### src/rtl/uart_fifo_bridge.sv
// uart_fifo_bridge: CPU-side RX/TX FIFOs in front of the uart register port.
// A Moore polling FSM owns the uart port, draining RX bytes and feeding TX bytes.
module uart_fifo_bridge #(
    parameter int DEPTH_LOG2 = 4
) (
    input  logic       clk,
    input  logic       reset,
    input  logic       a0,
    input  logic [7:0] din,
    output logic [7:0] dout,
    input  logic       rnw,
    input  logic       cs,
    output logic       u_a0,
    output logic [7:0] u_din,
    input  logic [7:0] u_dout,
    output logic       u_rnw,
    output logic       u_cs
);
    localparam int DEPTH = 1 << DEPTH_LOG2;
    typedef logic [DEPTH_LOG2-1:0] ptr_t;
    typedef logic [DEPTH_LOG2:0] cnt_t;
    localparam cnt_t FULL = cnt_t'(DEPTH);
    localparam ptr_t PTR_ONE = ptr_t'(1);
    typedef enum logic [2:0] {POLL, RX_PEEK, RX_ACK, TX_WR, TX_WAIT} state_t;
    state_t state_q, state_d;
    logic [7:0] rx_mem [DEPTH];
    logic [7:0] tx_mem [DEPTH];
    ptr_t rx_rd_q, rx_rd_d, rx_wr_q, rx_wr_d, tx_rd_q, tx_rd_d, tx_wr_q, tx_wr_d;
    cnt_t rx_cnt_q, rx_cnt_d, tx_cnt_q, tx_cnt_d;
    logic rx_ovr_q, rx_ovr_d;
    logic rx_push, rx_pop, tx_push, tx_pop;

    always_comb begin
        rx_push  = state_q == RX_PEEK && rx_cnt_q != FULL;
        rx_pop   = cs && rnw && a0 && rx_cnt_q != '0;
        tx_push  = cs && !rnw && a0 && tx_cnt_q != FULL;
        tx_pop   = state_q == TX_WR;
        rx_wr_d  = rx_push ? rx_wr_q + PTR_ONE : rx_wr_q;
        rx_rd_d  = rx_pop ? rx_rd_q + PTR_ONE : rx_rd_q;
        tx_wr_d  = tx_push ? tx_wr_q + PTR_ONE : tx_wr_q;
        tx_rd_d  = tx_pop ? tx_rd_q + PTR_ONE : tx_rd_q;
        rx_cnt_d = rx_cnt_q + cnt_t'(rx_push) - cnt_t'(rx_pop);
        tx_cnt_d = tx_cnt_q + cnt_t'(tx_push) - cnt_t'(tx_pop);
        // A drop while full outranks a same-cycle status-read clear
        rx_ovr_d = (state_q == RX_PEEK && rx_cnt_q == FULL) ? 1'b1 :
                   (cs && rnw && !a0) ? 1'b0 : rx_ovr_q;
        state_d  = POLL;
        unique case (state_q)
            POLL:    state_d = u_dout[0] ? RX_PEEK :
                               (tx_cnt_q != '0 && !u_dout[1]) ? TX_WR : POLL;
            RX_PEEK: state_d = RX_ACK;
            TX_WR:   state_d = TX_WAIT;
            default: state_d = POLL;
        endcase
        u_cs  = state_q == RX_ACK || state_q == TX_WR;
        u_a0  = state_q == RX_PEEK || state_q == RX_ACK || state_q == TX_WR;
        u_rnw = state_q != TX_WR;
        u_din = tx_pop ? tx_mem[tx_rd_q] : 8'h00;
        dout  = a0 ? (rx_cnt_q != '0 ? rx_mem[rx_rd_q] : 8'h00) :
                {4'b0, tx_cnt_q == '0, rx_ovr_q, tx_cnt_q == FULL, rx_cnt_q != '0};
    end

    always_ff @(posedge clk) begin
        if (rx_push) rx_mem[rx_wr_q] <= u_dout;
        if (tx_push) tx_mem[tx_wr_q] <= din;
    end

    always_ff @(posedge clk) begin
        if (reset) begin
            state_q  <= POLL;
            rx_rd_q  <= '0;
            rx_wr_q  <= '0;
            tx_rd_q  <= '0;
            tx_wr_q  <= '0;
            rx_cnt_q <= '0;
            tx_cnt_q <= '0;
            rx_ovr_q <= 1'b0;
        end else begin
            state_q  <= state_d;
            rx_rd_q  <= rx_rd_d;
            rx_wr_q  <= rx_wr_d;
            tx_rd_q  <= tx_rd_d;
            tx_wr_q  <= tx_wr_d;
            rx_cnt_q <= rx_cnt_d;
            tx_cnt_q <= tx_cnt_d;
            rx_ovr_q <= rx_ovr_d;
        end
    end
endmodule

### config.mk
export PLATFORM = sky130hd
export DESIGN_NAME = uart_fifo_bridge
export DESIGN_NICKNAME = d
export VERILOG_FILES = /design/src/rtl/uart_fifo_bridge.sv
export SDC_FILE = /design/constraint.sdc
export NUM_CORES = 1
export LEC_CHECK = 0
export ABC_AREA = 1
export BUFFER_PORTS_ARGS = -buffer_cell sky130_fd_sc_hd__buf_4
export CORE_MARGIN = 5
export CORE_UTILIZATION = 43
export CTS_CLUSTER_SIZE = 20
export DETAILED_ROUTE_END_ITERATION = 10
export GPL_TIMING_DRIVEN = 1
export RECOVER_POWER = 25
export SETUP_SLACK_MARGIN = 0.15
export SYNTH_ARGS = -nofsm -noshare
export SYNTH_HDL_FRONTEND = slang
export SYNTH_SLANG_ARGS = --single-unit
### constraint.sdc
create_clock -name clk -period 6.7 [get_ports clk]
set_input_delay 1.005 -clock clk [delete_from_list [all_inputs] [get_ports clk]]
set_output_delay 1.005 -clock clk [all_outputs]
set_load 0.01 [all_outputs]
---- Yosys cells after proc, flatten, opt, wreduce, memory -nomap -nowiden ----
Memories as Yosys holds them, arrays and structs flattened. A register that Yosys moved wholly into a read port is not among the register bits.
Index checks and enable logic that the tools add are counted.
storage, ports and cells
  input port bits ......................... 21
  logic and storage cells ................. 63
  register bits ........................... 30
  bits in read-only memories .............. 0
  latch bits .............................. 0
  memories ................................ 2
  RAM bits ................................ 256
operators by class
  divide/modulo/power cells ............... 0
  add/subtract/negate cells ............... 8
  $mul .................................... 0
  eq/ne operators ......................... 8
  reduce and logical (&&, ||, !) cells .... 21
  shift-type cells ........................ 0
  mux-type cells .......................... 16
  order comparisons ....................... 0
  bitwise gates (word level) .............. 0
memories
  memory  depth  bits a word  rd ports  clocked after memory_dff  wr ports  RTL line  text
  rx_mem  16     8            1         1                         1         26        logic [7:0] rx_mem [DEPTH];
  tx_mem  16     8            1         1                         1         27        logic [7:0] tx_mem [DEPTH];
operator list
  operator             number
  $mux 8               3
  $add 4x1->4 const B  4
  $mux 4               4
  $add 5x1->5          2
  $eq 5x5->1 const B   2
  $logic_and 1x1->1    10
  $ne 5x5->1 const B   2
  $reduce_bool 5->1    2
  $sub 5x1->5          2
  $pmux 3 s3           1
  $eq 3x2->1 const B   2
  $mux 1               6
  $logic_not 5->1      1
  $mux 2               2
  $eq 3x1->1 const B   1
  $logic_not 1->1      3
  $logic_not 3->1      1
  $logic_or 1x1->1     3
  $ne 3x2->1 const B   1
  $reduce_bool 2->1    1

---- Logic depth before layout (Yosys ltp) ----
Gate-level depths: netlist of the first run.
  depth after elaboration ................. 6
  depth in mapped cells ................... 15
  depth with buffers taken out ............ 15

---- Least setup slack after synthesis of the first run ----
Ideal clock, no wire load.
  path kind ............................... input -> register
  start point ............................. in a0
  end point ............................... reg tx_cnt_q[4]
  stages on the path ...................... 11
  path buffers ............................ 0
  path slack .............................. 3.889 ns
  library setup time ...................... 0.122 ns
  arrival time ............................ 2.689 ns
  path through ............................ inv_1 -> nor3b_1 -> nand2_1 -> ha_1 -> inv_1 -> ha_1 -> fa_1 -> a21oi_1 -> o21bai_1 -> o21ai_0 -> a21oi_1
on the way
  cells in the longest elaborated chain, start to end .. 4
RTL lines
  item                             RTL line  text
  from (decl)                      8         input logic a0,
  $logic_and 1x1->1 (2 in series)  36        tx_push = cs && !rnw && a0 && tx_cnt_q != FULL;
  $add 5x1->5                      43        tx_cnt_d = tx_cnt_q + cnt_t'(tx_push) - cnt_t'(tx_pop);
  $sub 5x1->5                      43
  to (signal assigned)             85        tx_cnt_q <= tx_cnt_d;
  to (decl)                        29        cnt_t rx_cnt_q, rx_cnt_d, tx_cnt_q, tx_cnt_d;
No other way between the ends.
A chain may end at the register's enable or synchronous reset.

==> results of run 1 <==
[metrics by stage]
stage | cells | setup WS (ps) | area [um2] | hold WS, ps
CTS | 1558 | 2871 | 13980 | 471.3
global placement | 1497 | 3396 | 12830 | 461.0
finish | 1558 | 2876 | 13920 | 460.0
global route | 1558 | 2660 | 13920 | 505.0
floorplan | 1120 | 3889 | 12300 | 434.8
detailed placement | 1497 | 3422 | 12830 | 472.2
[cell type report]
cell class / instances / area, um2 / area share (%)
clock buffers: 50 / 962.2 / 6.912
multi-input cells: 709 / 3321 / 23.85
clock inverters: 11 / 182.7 / 1.312
repair buffers: 44 / 274.0 / 1.968
inverters: 66 / 250.2 / 1.798
well taps: 384 / 480.5 / 3.451
flip-flops and latches: 294 / 8451 / 60.70
[per-layer routing]
metal | GRT usage [%] | wire (um) | up-vias
met5 | 0 | 0 | -
met4 | 4.157 | 401 | 0
met3 | 2.404 | 1166 | 31
met2 | 28.57 | 12910 | 177
met1 | 22.51 | 11960 | 3766
li1 | - | - | 3899
[how the worst min path moves through the flow]
stage / start / end / slack [ps] / depth (start not counted)
after global routing: tx_rd_q[2]$_SDFFE_PP0P_ / register / 510 / 1
after detailed placement: tx_rd_q[2]$_SDFFE_PP0P_ / tx_rd_q[2]$_SDFFE_PP0P_ / 470 / 1
after CTS: tx_rd_q[2]$_SDFFE_PP0P_ / register / 470 / 1
after global placement: tx_rd_q[2]$_SDFFE_PP0P_ / tx_rd_q[2]$_SDFFE_PP0P_ / 460 / 1
final: tx_rd_q[2]$_SDFFE_PP0P_ / register / 460 / 1
after floorplan: tx_rd_q[2]$_SDFFE_PP0P_ / register / 430 / 1
[logic make-up after synthesis]
logic type                 after synthesis
DFF                                    294
adders and majority gates               23
and+or+nand+nor                        525
AOI/OAI and AO/OA                      151
buffers and inverters                  117
xor gates and xnor gates                10
[cells in the mapped netlist (all sizes together)]
| cell type | instances |
|---|---|
| edfxtp | 256 |
| nor2 | 220 |
| nand2 | 196 |
| nand3 | 98 |
| o21ai | 97 |
| inv | 65 |
| a21oi | 38 |
| dfxtp | 38 |
| buf | 33 |
| ha | 21 |
| clkbuf | 18 |
| o211ai | 14 |
| xor2 | 7 |
| nand4 | 6 |
| xnor2 | 3 |
| fa | 2 |
| nor3b | 2 |
| o21bai | 2 |
| or2 | 2 |
| clkinv | 1 |
| nor3 | 1 |
[flip-flops by register name, indices dropped and copies added (netlist names), named ones only]
name,flops
rx_mem,128
tx_wr_q,4
tx_cnt_q,5
rx_rd_q,4
rx_ovr_q,1
rx_cnt_q,5
state_q,3
tx_rd_q,4
tx_mem,128
rx_wr_q,4
[power by group through the flow]
stage               registers (mW)  clock network, mW  logic (mW)
floorplan                     2.11                  0       0.405
global placement              2.12                  0       0.567
detailed placement            2.12                  0       0.576
CTS                           2.08               1.90       0.578
global route                  2.09               1.98       0.654
finish                        2.08               1.87       0.565
[cell usage in the layout (no fill, tap or decap), drive strengths merged]
cell type / synthesis / final
clkinvlp: 0 / 1
o211ai: 14 / 14
or2: 2 / 2
nor3b: 2 / 2
inv: 65 / 66
clkbuf: 18 / 65
nand4: 6 / 6
ha: 21 / 21
edfxtp: 256 / 256
bufinv: 0 / 4
dfxtp: 38 / 38
a21oi: 38 / 38
nor3: 1 / 1
nand3: 98 / 98
o21ai: 97 / 97
xor2: 7 / 7
clkinv: 1 / 6
xnor2: 3 / 3
buf: 33 / 29
fa: 2 / 2
nand2: 196 / 196
nor2: 220 / 220
o21bai: 2 / 2
==> flow_summary.toml, run 1 <==
[synth]
synth_xor_area_share_pct = 0.7122
synthAdderAreaFrac_pct = 2.462
yosysSeqAreaShare_pct = 68.69
synth_fp_nets = 1164
ys_ff_latch = 294
ys.warnings.count = 0
yosys.area.top_type = "edfxtp_1"
avgSynthCellArea_um2 = 10.98
netlist_instances = 1120
synth_mux_area_share_pct = 0
synth_compound_area_share_pct = 6.471
synth_area_leaders = "edfxtp_1 (63%), nor2_1 (6.6%), dfxtp_1 (6.2%)"
syn-cell-area_mm2 = 0.01230
yosysUniqueCellTypes = 30
yosys.area_share.simple_pct = 17.36
netlist.area_leader.share_pct = 62.51
synth_top_family_by_area = "simple AND/OR/NAND/NOR gates"

[power]
switchingPower_mw = 1.117
netSwitchingFraction_pct = 24.74
pwr-share-seq_pct = 46.1
power.leakage_nw = 5.017
pwr-share-clk_pct = 41.4
power_mw = 4.515
p_comb_share_pct = 12.5
powerDensity_mw_per_mm2 = 324.3
peakVddDrop_v = 0.0001976
intPower_mw = 3.398

[worst_setup_path]
cp.arrival_ps = 2820
reg2regPathDepth = 15
startpoint_type = "register"
path_buf_inv = 4
r2r_start = "rx_cnt_q[3]$_SDFF_PP0_"
rrSetupSlack_ps = 4010
worstPathMaxFanout = 66
cp_cell_sequence = "buf_4 -> clkinv_1 -> buf_4 -> o21ai_0 -> nand3_1 -> nand3_1 -> a21oi_1 -> buf_4"
critPathCaptureType = "output port"
cp_common_cell = "buf_4"
cp.depth = 8
cp_top_family = "buffers and inverters"
max_stage_delay_ps = 570
cp-endpoint = "u_din[2]"
worstSetupPathType = "register to output port"
crit_slowest_cell = "buf_4"
r2r-end = "rx_cnt_q[4]$_SDFF_PP0_"
required_ps = 5690

[timing]
rsz0062_at_grt = "false"
slew_violations = 0
max_freq_mhz = 261.5
tns_ps = 0
timing.final.crit_share_pct = 57.08
hold_violations = 0
finalSetupViolCount = 0
period_needed_ps = 3824
skew_ps = 26.24
worst_slew_pin_slew_ps = 1014
slew-limit-headroom_pct = 32.15

[floorplan]
coreArea_mm2 = 0.02847
initial_utilization_pct = 43.20
dieArea_mm2 = 0.03208
ioPinCount = 40
rows = 62
die_h_um = 179.1
fp.dieW_um = 179.1

[placed_design]
dp_hpwl_mm = 15.69
io_buffers = 39
gp_congestion = 0.7599

[route]
vias_per_cell = 5.053
drtAntennaViolNets = 0
via_count = 7873
dr.pass1.iters = 5
drt_iter0_markers = 558
wirelength_mm = 26.43
wire_per_inst_um = 16.97
drc = 0

[clock_network]
cts_buffers = 34
path_clk_slew_ps = 60
cts_root_buf = "clkbuf_16"
holdBufCountCts = 0
htreeDepth = 2
cts_tree = "done"
cts.repair.resized = 0
cts_num_sinks = 294
post-cts-setup-buffers = 0
clock_path_buffers = 3
clk_latency_ps = 520

[global_route]
grt_antenna_before_repair = 0
grt_pass1_wl_mm = 41.82
grt_pass1_vias = 7658
grt.total_usage_pct = 16.68
grt_max_degree = 67
grt-ovfl-total = 0

[finish]
areaGrowthSynthToFinish_pct = 13.20
utilization_pct = 48.90
fillerInstances = 2584
num_antenna_cells = 0
drive_gt1_share_pct = 7.496
fin_nets = 1193

[run_status]
outcome = "finished clean"

[hold_path]
hold_path.class = "register to register"

[job]
drv_cap = 0
Note: power is estimated with default switching activity, not from simulation.
==> inputs of run 2 (changes only) <==
==> constraint.sdc (replaced) <==
create_clock -name clk -period 3.67 [get_ports clk]
set_input_delay 0.5505 -clock clk [delete_from_list [all_inputs] [get_ports clk]]
set_output_delay 0.5505 -clock clk [all_outputs]
set_load 0.01 [all_outputs]
==> flow_summary.toml, run 2 (same netlist as run 1, synthesis figures left out) <==
[route]
drt_iter0_markers = 577
via_count = 7909
wire_per_inst_um = 17.20
wirelength_mm = 26.80
top_layer = "met4"
drc = 0
wl_met2_mm = 13.17
wl_met1_mm = 11.74
dr.pass1.iters = 5
drtAntennaViolNets = 0
route.met3.wl_mm = 1.256
vias_per_cell = 5.076

[global_route]
grt-ovfl-total = 0
grt_antenna_before_repair = 0
grt_max_degree = 66
grt.total_usage_pct = 16.71
grt_pass1_vias = 7772
grt_pass1_wl_mm = 42.30

[timing]
timing.final.crit_share_pct = 82.42
skew_ps = 6.590
rsz0062_at_grt = "false"
fin_ws_ps = 645.2
worst_slew_pin_slew_ps = 1002
max_freq_mhz = 330.6
hold_violations = 0
tns_ps = 0
slew-limit-headroom_pct = 32.98
finalSetupViolCount = 0
period_needed_ps = 3025
slew_violations = 0

[clock_network]
post-cts-setup-buffers = 0
holdBufCountCts = 0
clk_latency_ps = 540
cts_buffers = 31
clock_path_buffers = 3
cts_num_sinks = 294
cts.repair.resized = 0
htreeDepth = 1
path_clk_slew_ps = 60
cts_root_buf = "clkbuf_16"
cts_tree = "done"

[placed_design]
io_buffers = 39
gp_congestion = 0.7674
dp_hpwl_mm = 16.13
dp_cells = 1501
post-place-ws_ps = 849.8
place_area_mm2 = 0.01286

[hold_path]
hold_path.class = "input port to register"
hold_path_depth = 2
min_to = "rx_ovr_q$_SDFFE_PP0P_"
min_from = "reset"

[worst_setup_path]
rrSetupSlack_ps = 1040
crit_slowest_cell = "buf_4"
cp.arrival_ps = 2470
critPathCaptureType = "output port"
startpoint_type = "register"
cp_cell_sequence = "buf_4 -> nor2_1 -> nor2_1 -> o21ai_0 -> nand3_1 -> nand3_1 -> a21oi_1 -> buf_4"
reg2regPathDepth = 15
max_stage_delay_ps = 560
required_ps = 3120
worstPathMaxFanout = 65
r2r-end = "rx_cnt_q[4]$_SDFF_PP0_"
worstSetupPathType = "register to output port"
r2r_start = "rx_cnt_q[2]$_SDFF_PP0_"

[finish]
fin_nets = 1194
design_area_mm2 = 0.01375
fillerInstances = 2602
final_cells = 1558
reg_top3 = "rx_mem: 128 flops, tx_mem: 128 flops"
drive_gt1_share_pct = 7.325
seq_area_mm2 = 0.008451
multiInputGateArea_mm2 = 0.003321
layout_common_cells = "edfxtp_1 (256), nor2_1 (216), nand2_1 (195)"
final_common_cell = "edfxtp_1"
areaGrowthSynthToFinish_pct = 11.78
num_antenna_cells = 0

[floorplan]
coreArea_mm2 = 0.02847
rows = 62
dieArea_mm2 = 0.03208
ioPinCount = 40
initial_utilization_pct = 43.20
die_h_um = 179.1
fp.dieW_um = 179.1

[power]
powerDensity_mw_per_mm2 = 561.7
power_mw = 7.721
peakVddDrop_v = 0.0003735
power.leakage_nw = 4.946

[run_status]
outcome = "finished clean"

[job]
drv_cap = 0
==> run 2: layer usage <==
metal  vias up  track usage, %
met5         -               0
met4         0           4.475
met3        42           2.509
met2       162           28.75
met1      3813           22.22
li1       3892               -
==> run 2: where the power goes <==
part,internal [mW],total [mW],leakage (nW),switching (mW)
Combinational,0.361,1.05,1.89,0.692
Sequential,3.73,3.79,2.61,0.0525
Clock,1.67,2.88,0.445,1.21
Total,5.76,7.72,4.95,1.96
==> run 2: critical path, delay by kind of cell, from the launching register on <==
family / cells / cell delay [ps]
simple gates: 4 / 490
compound gates: 2 / 350
buf+inv: 2 / 730
flops: 1 / 320
==> run 2: area by class of cell <==
class	count	area share, %
multi-input combinational	709	24.16
clock inverter	9	0.5097
inverter	66	1.820
sequential	294	61.47
clock buffer	48	6.253
tap	384	3.495
timing repair buffer	48	2.294
==> run 2: stage by stage <==
stage | hold slack, ps | utilization [%]
CTS | 294.5 | 48.44
finish | 353.2 | 48.29
global route | 356.4 | 48.29
detailed placement | 460.1 | 45.18
global placement | 453.4 | 45.18
floorplan | 434.8 | -
==> run 2: how the worst max path moves through the flow <==
stage,slack (ps),endpoint,depth (start not counted),from
2_1_floorplan,1310,tx_cnt_q[4]$_SDFF_PP0_,11,a0
3_3_place_gp,900,tx_cnt_q[4]$_SDFF_PP0_,12,a0
3_5_place_dp,850,tx_cnt_q[4]$_SDFF_PP0_,12,a0
4_1_cts,600,u_din[6],8,register
5_1_grt,410,u_din[6],8,register
6_report,650,u_din[0],8,register
